<file path="src/rtl/fft_frame_buffer.sv">
// fft_frame_buffer: Avalon-ST frame receiver with a two-bank ping-pong store.
// The write side hunts for sop and validates framing and error flags. Only
// whole, clean frames are committed. The read side replays each committed
// bank with sop/eop and honours downstream backpressure.
module fft_frame_buffer #(
  parameter int DATA_W    = 12,
  parameter int FRAME_LEN = 64
) (
  input  logic              clk,
  input  logic              reset,
  input  logic              sink_valid,
  output logic              sink_ready,
  input  logic              sink_sop,
  input  logic              sink_eop,
  input  logic [1:0]        sink_error,
  input  logic [DATA_W-1:0] sink_data,
  output logic              src_valid,
  input  logic              src_ready,
  output logic              src_sop,
  output logic              src_eop,
  output logic [DATA_W-1:0] src_data,
  output logic [7:0]        drop_count
);

  localparam int IDX_W = $clog2(FRAME_LEN);
  localparam logic [IDX_W-1:0] LAST_IDX = IDX_W'(FRAME_LEN - 1);

  typedef enum logic {W_HUNT, W_FILL} wr_state_e;
  typedef enum logic {R_IDLE, R_SEND} rd_state_e;

  // Frame storage: two banks, each holding one frame.
  logic [DATA_W-1:0] mem_q [2][FRAME_LEN];

  // Write side state
  wr_state_e          wstate_q, wstate_d;
  logic [IDX_W-1:0]   widx_q, widx_d;
  logic               bad_q, bad_d;
  logic               wr_bank_q, wr_bank_d;
  logic               wr_en;
  logic [IDX_W-1:0]   wr_addr;
  logic               commit;
  logic               drop;

  // Read side state
  rd_state_e          rstate_q, rstate_d;
  logic [IDX_W-1:0]   rd_idx_q, rd_idx_d;
  logic               rd_bank_q, rd_bank_d;
  logic               release_bank;

  // Shared bookkeeping and registered outputs
  logic [1:0]         committed_q, committed_d;
  logic               sink_ready_q, sink_ready_d;
  logic               src_valid_q, src_valid_d;
  logic               src_sop_q, src_sop_d;
  logic               src_eop_q, src_eop_d;
  logic [DATA_W-1:0]  src_data_q, src_data_d;
  logic [7:0]         drop_count_q, drop_count_d;

  logic accept;
  logic beat_err;

  assign accept   = sink_valid && sink_ready_q;
  assign beat_err = |sink_error;

  // Write FSM: frame hunting, framing checks, commit/drop decisions.
  always_comb begin
    // NOTE: every output gets a default first, so no path leaves one unassigned and no latch is inferred.
    wstate_d = wstate_q;
    widx_d   = widx_q;
    bad_d    = bad_q;
    wr_en    = 1'b0;
    wr_addr  = widx_q;
    commit   = 1'b0;
    drop     = 1'b0;
    unique case (wstate_q)
      W_HUNT: begin
        if (accept && sink_sop) begin
          wr_en   = 1'b1;
          wr_addr = '0;
          if (sink_eop || beat_err) begin
            drop = 1'b1;
          end else begin
            wstate_d = W_FILL;
            widx_d   = IDX_W'(1);
            bad_d    = 1'b0;
          end
        end
      end
      W_FILL: begin
        if (accept) begin
          wr_en = 1'b1;
          if (sink_sop) begin
            // Restart: abandon the partial frame and reuse this beat as index 0.
            drop    = 1'b1;
            wr_addr = '0;
            widx_d  = IDX_W'(1);
            bad_d   = beat_err || sink_eop;
          end else if (sink_eop) begin
            wstate_d = W_HUNT;
            if ((widx_q == LAST_IDX) && !(bad_q || beat_err)) commit = 1'b1;
            else                                              drop   = 1'b1;
          end else if (widx_q == LAST_IDX) begin
            // Frame overran its length without eop.
            drop     = 1'b1;
            wstate_d = W_HUNT;
          end else begin
            widx_d = widx_q + IDX_W'(1);
            bad_d  = bad_q || beat_err;
          end
        end
      end
      default: wstate_d = W_HUNT;
    endcase
  end

  assign wr_bank_d = wr_bank_q ^ commit;

  // Read FSM: replay committed banks, chaining banks without a bubble.
  always_comb begin
    rstate_d     = rstate_q;
    rd_idx_d     = rd_idx_q;
    rd_bank_d    = rd_bank_q;
    release_bank = 1'b0;
    src_valid_d  = src_valid_q;
    src_sop_d    = src_sop_q;
    src_eop_d    = src_eop_q;
    src_data_d   = src_data_q;
    unique case (rstate_q)
      R_IDLE: begin
        if (committed_q[rd_bank_q]) begin
          rstate_d    = R_SEND;
          rd_idx_d    = '0;
          src_valid_d = 1'b1;
          src_sop_d   = 1'b1;
          src_eop_d   = 1'b0;
          src_data_d  = mem_q[rd_bank_q][0];
        end
      end
      R_SEND: begin
        if (src_ready) begin
          if (rd_idx_q == LAST_IDX) begin
            release_bank = 1'b1;
            rd_bank_d    = ~rd_bank_q;
            if (committed_q[~rd_bank_q]) begin
              rd_idx_d   = '0;
              src_sop_d  = 1'b1;
              src_eop_d  = 1'b0;
              src_data_d = mem_q[~rd_bank_q][0];
            end else begin
              rstate_d    = R_IDLE;
              src_valid_d = 1'b0;
              src_sop_d   = 1'b0;
              src_eop_d   = 1'b0;
            end
          end else begin
            rd_idx_d   = rd_idx_q + IDX_W'(1);
            src_sop_d  = 1'b0;
            src_eop_d  = (rd_idx_q + IDX_W'(1)) == LAST_IDX;
            src_data_d = mem_q[rd_bank_q][rd_idx_q + IDX_W'(1)];
          end
        end
      end
      default: rstate_d = R_IDLE;
    endcase
  end

  // Committed flags, sink_ready and drop counter next state.
  always_comb begin
    committed_d = committed_q;
    if (commit)       committed_d[wr_bank_q] = 1'b1;
    if (release_bank) committed_d[rd_bank_q] = 1'b0;
    // A release is seen one edge later; a commit always moves the writer to the other bank.
    sink_ready_d = ~committed_q[wr_bank_d];
    drop_count_d = drop_count_q;
    if (drop && (drop_count_q != 8'hFF)) drop_count_d = drop_count_q + 8'd1;
  end

  // Control and output registers.
  always_ff @(posedge clk or posedge reset) begin
    // NOTE: sequential state uses non-blocking assignments so all registers update together at the edge.
    if (reset) begin
      wstate_q     <= W_HUNT;
      widx_q       <= '0;
      bad_q        <= 1'b0;
      wr_bank_q    <= 1'b0;
      rstate_q     <= R_IDLE;
      rd_idx_q     <= '0;
      rd_bank_q    <= 1'b0;
      committed_q  <= '0;
      sink_ready_q <= 1'b0;
      src_valid_q  <= 1'b0;
      src_sop_q    <= 1'b0;
      src_eop_q    <= 1'b0;
      src_data_q   <= '0;
      drop_count_q <= '0;
    end else begin
      wstate_q     <= wstate_d;
      widx_q       <= widx_d;
      bad_q        <= bad_d;
      wr_bank_q    <= wr_bank_d;
      rstate_q     <= rstate_d;
      rd_idx_q     <= rd_idx_d;
      rd_bank_q    <= rd_bank_d;
      committed_q  <= committed_d;
      sink_ready_q <= sink_ready_d;
      src_valid_q  <= src_valid_d;
      src_sop_q    <= src_sop_d;
      src_eop_q    <= src_eop_d;
      src_data_q   <= src_data_d;
      drop_count_q <= drop_count_d;
    end
  end

  // Sample storage write port.
  always_ff @(posedge clk) begin
    // NOTE: the sample memory has no reset; the committed flags alone decide what is valid.
    if (wr_en) mem_q[wr_bank_q][wr_addr] <= sink_data;
  end

  assign sink_ready = sink_ready_q;
  assign src_valid  = src_valid_q;
  assign src_sop    = src_sop_q;
  assign src_eop    = src_eop_q;
  assign src_data   = src_data_q;
  assign drop_count = drop_count_q;

endmodule

</file>
<file path="config.mk">
export PLATFORM = sky130hd
export DESIGN_NAME = fft_frame_buffer
export DESIGN_NICKNAME = d
export VERILOG_FILES = /design/src/rtl/fft_frame_buffer.sv
export SDC_FILE = /design/constraint.sdc
export NUM_CORES = 2
export LEC_CHECK = 0
export ABC_AREA = 0
export CAP_MARGIN = 5
export CELL_PAD_IN_SITES_DETAIL_PLACEMENT = 1
export CELL_PAD_IN_SITES_GLOBAL_PLACEMENT = 1
export CORE_MARGIN = 1.5
export CORE_UTILIZATION = 40
export CTS_CLUSTER_SIZE = 8
export DETAILED_ROUTE_END_ITERATION = 8
export HOLD_SLACK_MARGIN = 0.1
export PLACE_DENSITY = 0.7
export SKIP_CTS_REPAIR_TIMING = 1
export SLEW_MARGIN = 15
export SYNTH_ARGS = -nofsm -noshare
export SYNTH_HDL_FRONTEND = slang
export SYNTH_SLANG_ARGS = --single-unit
</file>
<file path="constraint.sdc">
create_clock -name clk -period 2.7 [get_ports clk]
set_input_delay 0.54 -clock clk [delete_from_list [all_inputs] [get_ports clk]]
set_output_delay 0.54 -clock clk [all_outputs]
set_load 0.01 [all_outputs]
</file>
==> summary.md <==
| Metric | Value |
|---|---|
| Outcome | finished clean |
| Worst Path Required | 3.43 ns |
| Max-slew violation count | 0 |
| R2R setup slack | 0.009 ns |
| Vias per Instance | 5.839 |
| Root buf cell | clkbuf_16 |
| Max Cap Violations | 0 |
| Final clock skew | 0.05776 ns |
| Final Critical Period | 2.691 ns |
| Critical-path top delay cell | mux4_1 |
| Final Setup Violations | 0 |
| Final wirelength | 182.7 mm |
| EDFF count, synth | 1536 |
| Peak supply drop | 719.0 uV |
| Most frequent cells in the layout | edfxtp_1 (1536), buf_4 (353), mux2i_1 (308) |
| Syn. warnings | 0 |
| Initial Util | 40.27% |
| Min-Delay Path Class | primary input to flop |
| Via Count | 34.87k |
| Initial antenna violation count | 10 |
| Total global routing overflow | 0 |
| Fraction of layout cells with a size suffix above 1 | 26.84% |
| CP dominant cell by count | buf_12 |
| Pre-CTS setup slack | -0.2721 ns |
| TritonRoute pass-1 iters | 6 |
| Die Width | 399.6 um |
| Tot GR Track Use | 23.18% |
| Async S/R FF share, synth | 2.723% |
| Leakage | 24.46 nW |
| First-pass GRT wire length | 265.3 mm |
| R2R Path Start | rd_bank_q |
| Family with the most delay on the worst path | multiplexers |
| IO Port Bufs | 43 |
| Setup TNS | 0 ns |
| CP peak stage delay | 0.68 ns |
| Largest net degree at the start of global routing | 129 |
| CP startpoint kind | flop |
| Synth Register Bits | 1579 |
| Area grow syn2layout | 20.92% |
| Cells after Synth | 3297 |
| Pwr dens | 957.6 nW/um2 |
| Num rows | 145 |
| CTS tree | yes |
| Hold EP | mem_q[1][656] |
| Kind of critical path | flop to flop |
| Clk pin slew, worst setup/hold paths | 0.06 ns |
| Initial DRC count | 3879 |
| Hold_sp | sink_data[8] |
| Post-synth cell types | 66 |
| Worst-margin pin slew | 0.9588 ns |
| CP Launch Point | rd_bank_q |
| Peak Freq | 0.3716 GHz |
| Full die area | 159600 um2 |
| Clock buffer depth | 3 |
| Vias in the first global route | 36.44k |
| Number of buffers created by CTS | 215 |
| Mapped Area | 62900 um2 |
| Critical R2R Capture | src_data[6] |
| Layout Utilization | 48.69% |
| Gp weighted congestion | 0.9288 |
| Setup crit end kind | flop |
| Clock sinks | 1579 |
| WP data arrival | 3.42 ns |
| WL/cell | 30.60 um |
| CP Buf/Inv Count | 3 |
| Unrepaired setup endpoints after global routing | yes |
| Syn_area_per_cell | 19.08 um2 |
| Residual DRC | 0 |
| Final Hold Violating Endpoints | 0 |
| Latest clock arrival within the worst-skew pair | 0.86 ns |
| Worst hold stages | 1 |
| Most common cell after layout, fill and taps aside | edfxtp_1 |
| Syn Nets | 3321 |
| R2R depth | 7 |
| Synth Flop Type | edfxtp_1 |
| Layout Nets | 3860 |
| I/O pin count | 44 |
| Sequential area share after synthesis | 75.04% |
| Final HPWL DP | 118.7 mm |
| Setup ws final | 0.008675 ns |
| H-tree depth | 4 |
| Tcrit/Tclk final | 99.68% |
| CP Max Fanout | 21 |
| CORE AREA | 156200 um2 |
| Critical path cell sequence | buf_12 -> buf_12 -> buf_4 -> mux4_1 -> mux2_2 -> o211ai_1 -> a32oi_1 |
| Rel. slew slack | 36.08% |
| Routed Antenna Nets | 0 |
| Die height | 399.6 um |
## synth_stat cells, types with 3 or more instances
cell | number | area [um2]
dfrtp_1 | 43 | 1076
nor2_1 | 157 | 589.3
o31ai_1 | 4 | 30.03
a32oi_1 | 25 | 219.0
a22oi_1 | 130 | 975.9
a211oi_1 | 14 | 105.1
nor2b_1 | 17 | 106.4
a31oi_1 | 22 | 137.6
mux4_1 | 6 | 157.7
and3_1 | 8 | 50.05
buf_2 | 66 | 330.3
xnor2_1 | 11 | 96.34
nand2b_1 | 6 | 37.54
buf_4 | 18 | 135.1
buf_12 | 9 | 180.2
nand4_1 | 13 | 81.33
or3_1 | 5 | 31.28
a22o_1 | 14 | 122.6
o21ai_0 | 19 | 95.09
a221oi_2 | 10 | 150.1
or2_2 | 6 | 37.54
buf_8 | 16 | 240.2
buf_6 | 21 | 236.5
inv_1 | 8 | 30.03
a222oi_1 | 12 | 120.1
o21ai_1 | 6 | 30.03
mux2_2 | 11 | 123.9
nand3_1 | 79 | 395.4
ha_1 | 4 | 50.05
edfxtp_1 | 1536 | 46120
a21oi_1 | 54 | 270.3
a311oi_1 | 12 | 105.1
clkbuf_1 | 70 | 262.8
mux2i_1 | 314 | 3143
o21a_1 | 13 | 97.59
buf_1 | 7 | 26.28
and2_1 | 7 | 43.79
xor2_1 | 3 | 26.28
o211ai_1 | 13 | 97.59
mux4_2 | 248 | 5585
nor3_1 | 21 | 105.1
nand2_1 | 212 | 795.8
## sequential cells by signal, indices dropped and copies added (netlist names)
signal,cells
mem_q,1536
src_sop,1
src_data,12
committed_q,2
drop_count,8
src_valid,1
sink_ready,1
widx_q,6
rd_bank_q,1
src_eop,1
bad_q,1
wr_bank_q,1
wstate_q,1
rd_idx_q,6
rstate_q,1
## stage by stage
step,hold WS [ns],power (mW),area [um2],instances
final,0.1294,72.84,76060,5971
after global routing,0.1014,74.74,76050,5967
after CTS,-0.07376,72.49,75740,5957
after detailed placement,0.4902,48.16,69820,5667
after global placement,0.4922,47.81,69820,5667
after floorplan,0.4612,37.96,62920,3297
## logic make-up after synthesis
family | after synthesis | share of synthesized area (%)
AND/OR/NAND/NOR | 542 | 3.746
flip-flops | 1579 | 75.04
buffers and inverters | 217 | 2.303
AO/OA/AOI/OAI | 360 | 4.243
XOR/XNOR | 16 | 0.2646
multiplexers | 579 | 14.32
adder cells (fa/ha/maj) | 4 | 0.07957
## power breakdown
part	total [mW]	switching, mW	internal, mW	leakage [nW]
registers	27.8	0.481	27.3	14.3
logic	20.8	12.5	8.21	7.27
clock network	24.3	9.96	14.4	2.86
total	72.8	23.0	49.9	24.5
## area by class of cell
| type | count | area (um2) |
|---|---|---|
| diodes | 4 | 10.01 |
| clock buffers | 275 | 5627 |
| clock inverters | 15 | 297.8 |
| fillers | 14277 | 80150 |
| inverters | 10 | 40.04 |
| multi-input cells | 1501 | 14490 |
| flip-flops and latches | 1579 | 47210 |
| well taps | 2058 | 2575 |
| repair buffers | 529 | 5809 |
## worst max path at each step
stage,end,slack (ns),depth (start not counted)
2_1_floorplan,mem_q[1][528],-0.03,7
3_3_place_gp,mem_q[0][339],-0.24,8
3_5_place_dp,mem_q[0][341],-0.27,8
4_1_cts,src_data[10],-0.18,9
5_1_grt,src_data[10],-0.05,10
6_report,src_data[6],0.009,7
## worst reg2reg max path, stage by stage, from the launching register on
cell	delay, ns
dfrtp_4	0.46
buf_12	0.13
buf_12	0.20
buf_4	0.36
mux4_1	0.68
mux2_2	0.30
o211ai_1	0.27
a32oi_1	0.14
## routing by layer
| layer | share of wire [%] | track usage, % | vias up |
|---|---|---|---|
| met4 | 3.0 | 7.528 | 2 |
| met2 | 48 | 36.70 | 1538 |
| li1 | - | - | 14433 |
| met1 | 41 | 32.13 | 18593 |
| met3 | 8.4 | 4.761 | 300 |
| met5 | 0.0082 | 0 | - |
Note: power is estimated with default switching activity, not from simulation.
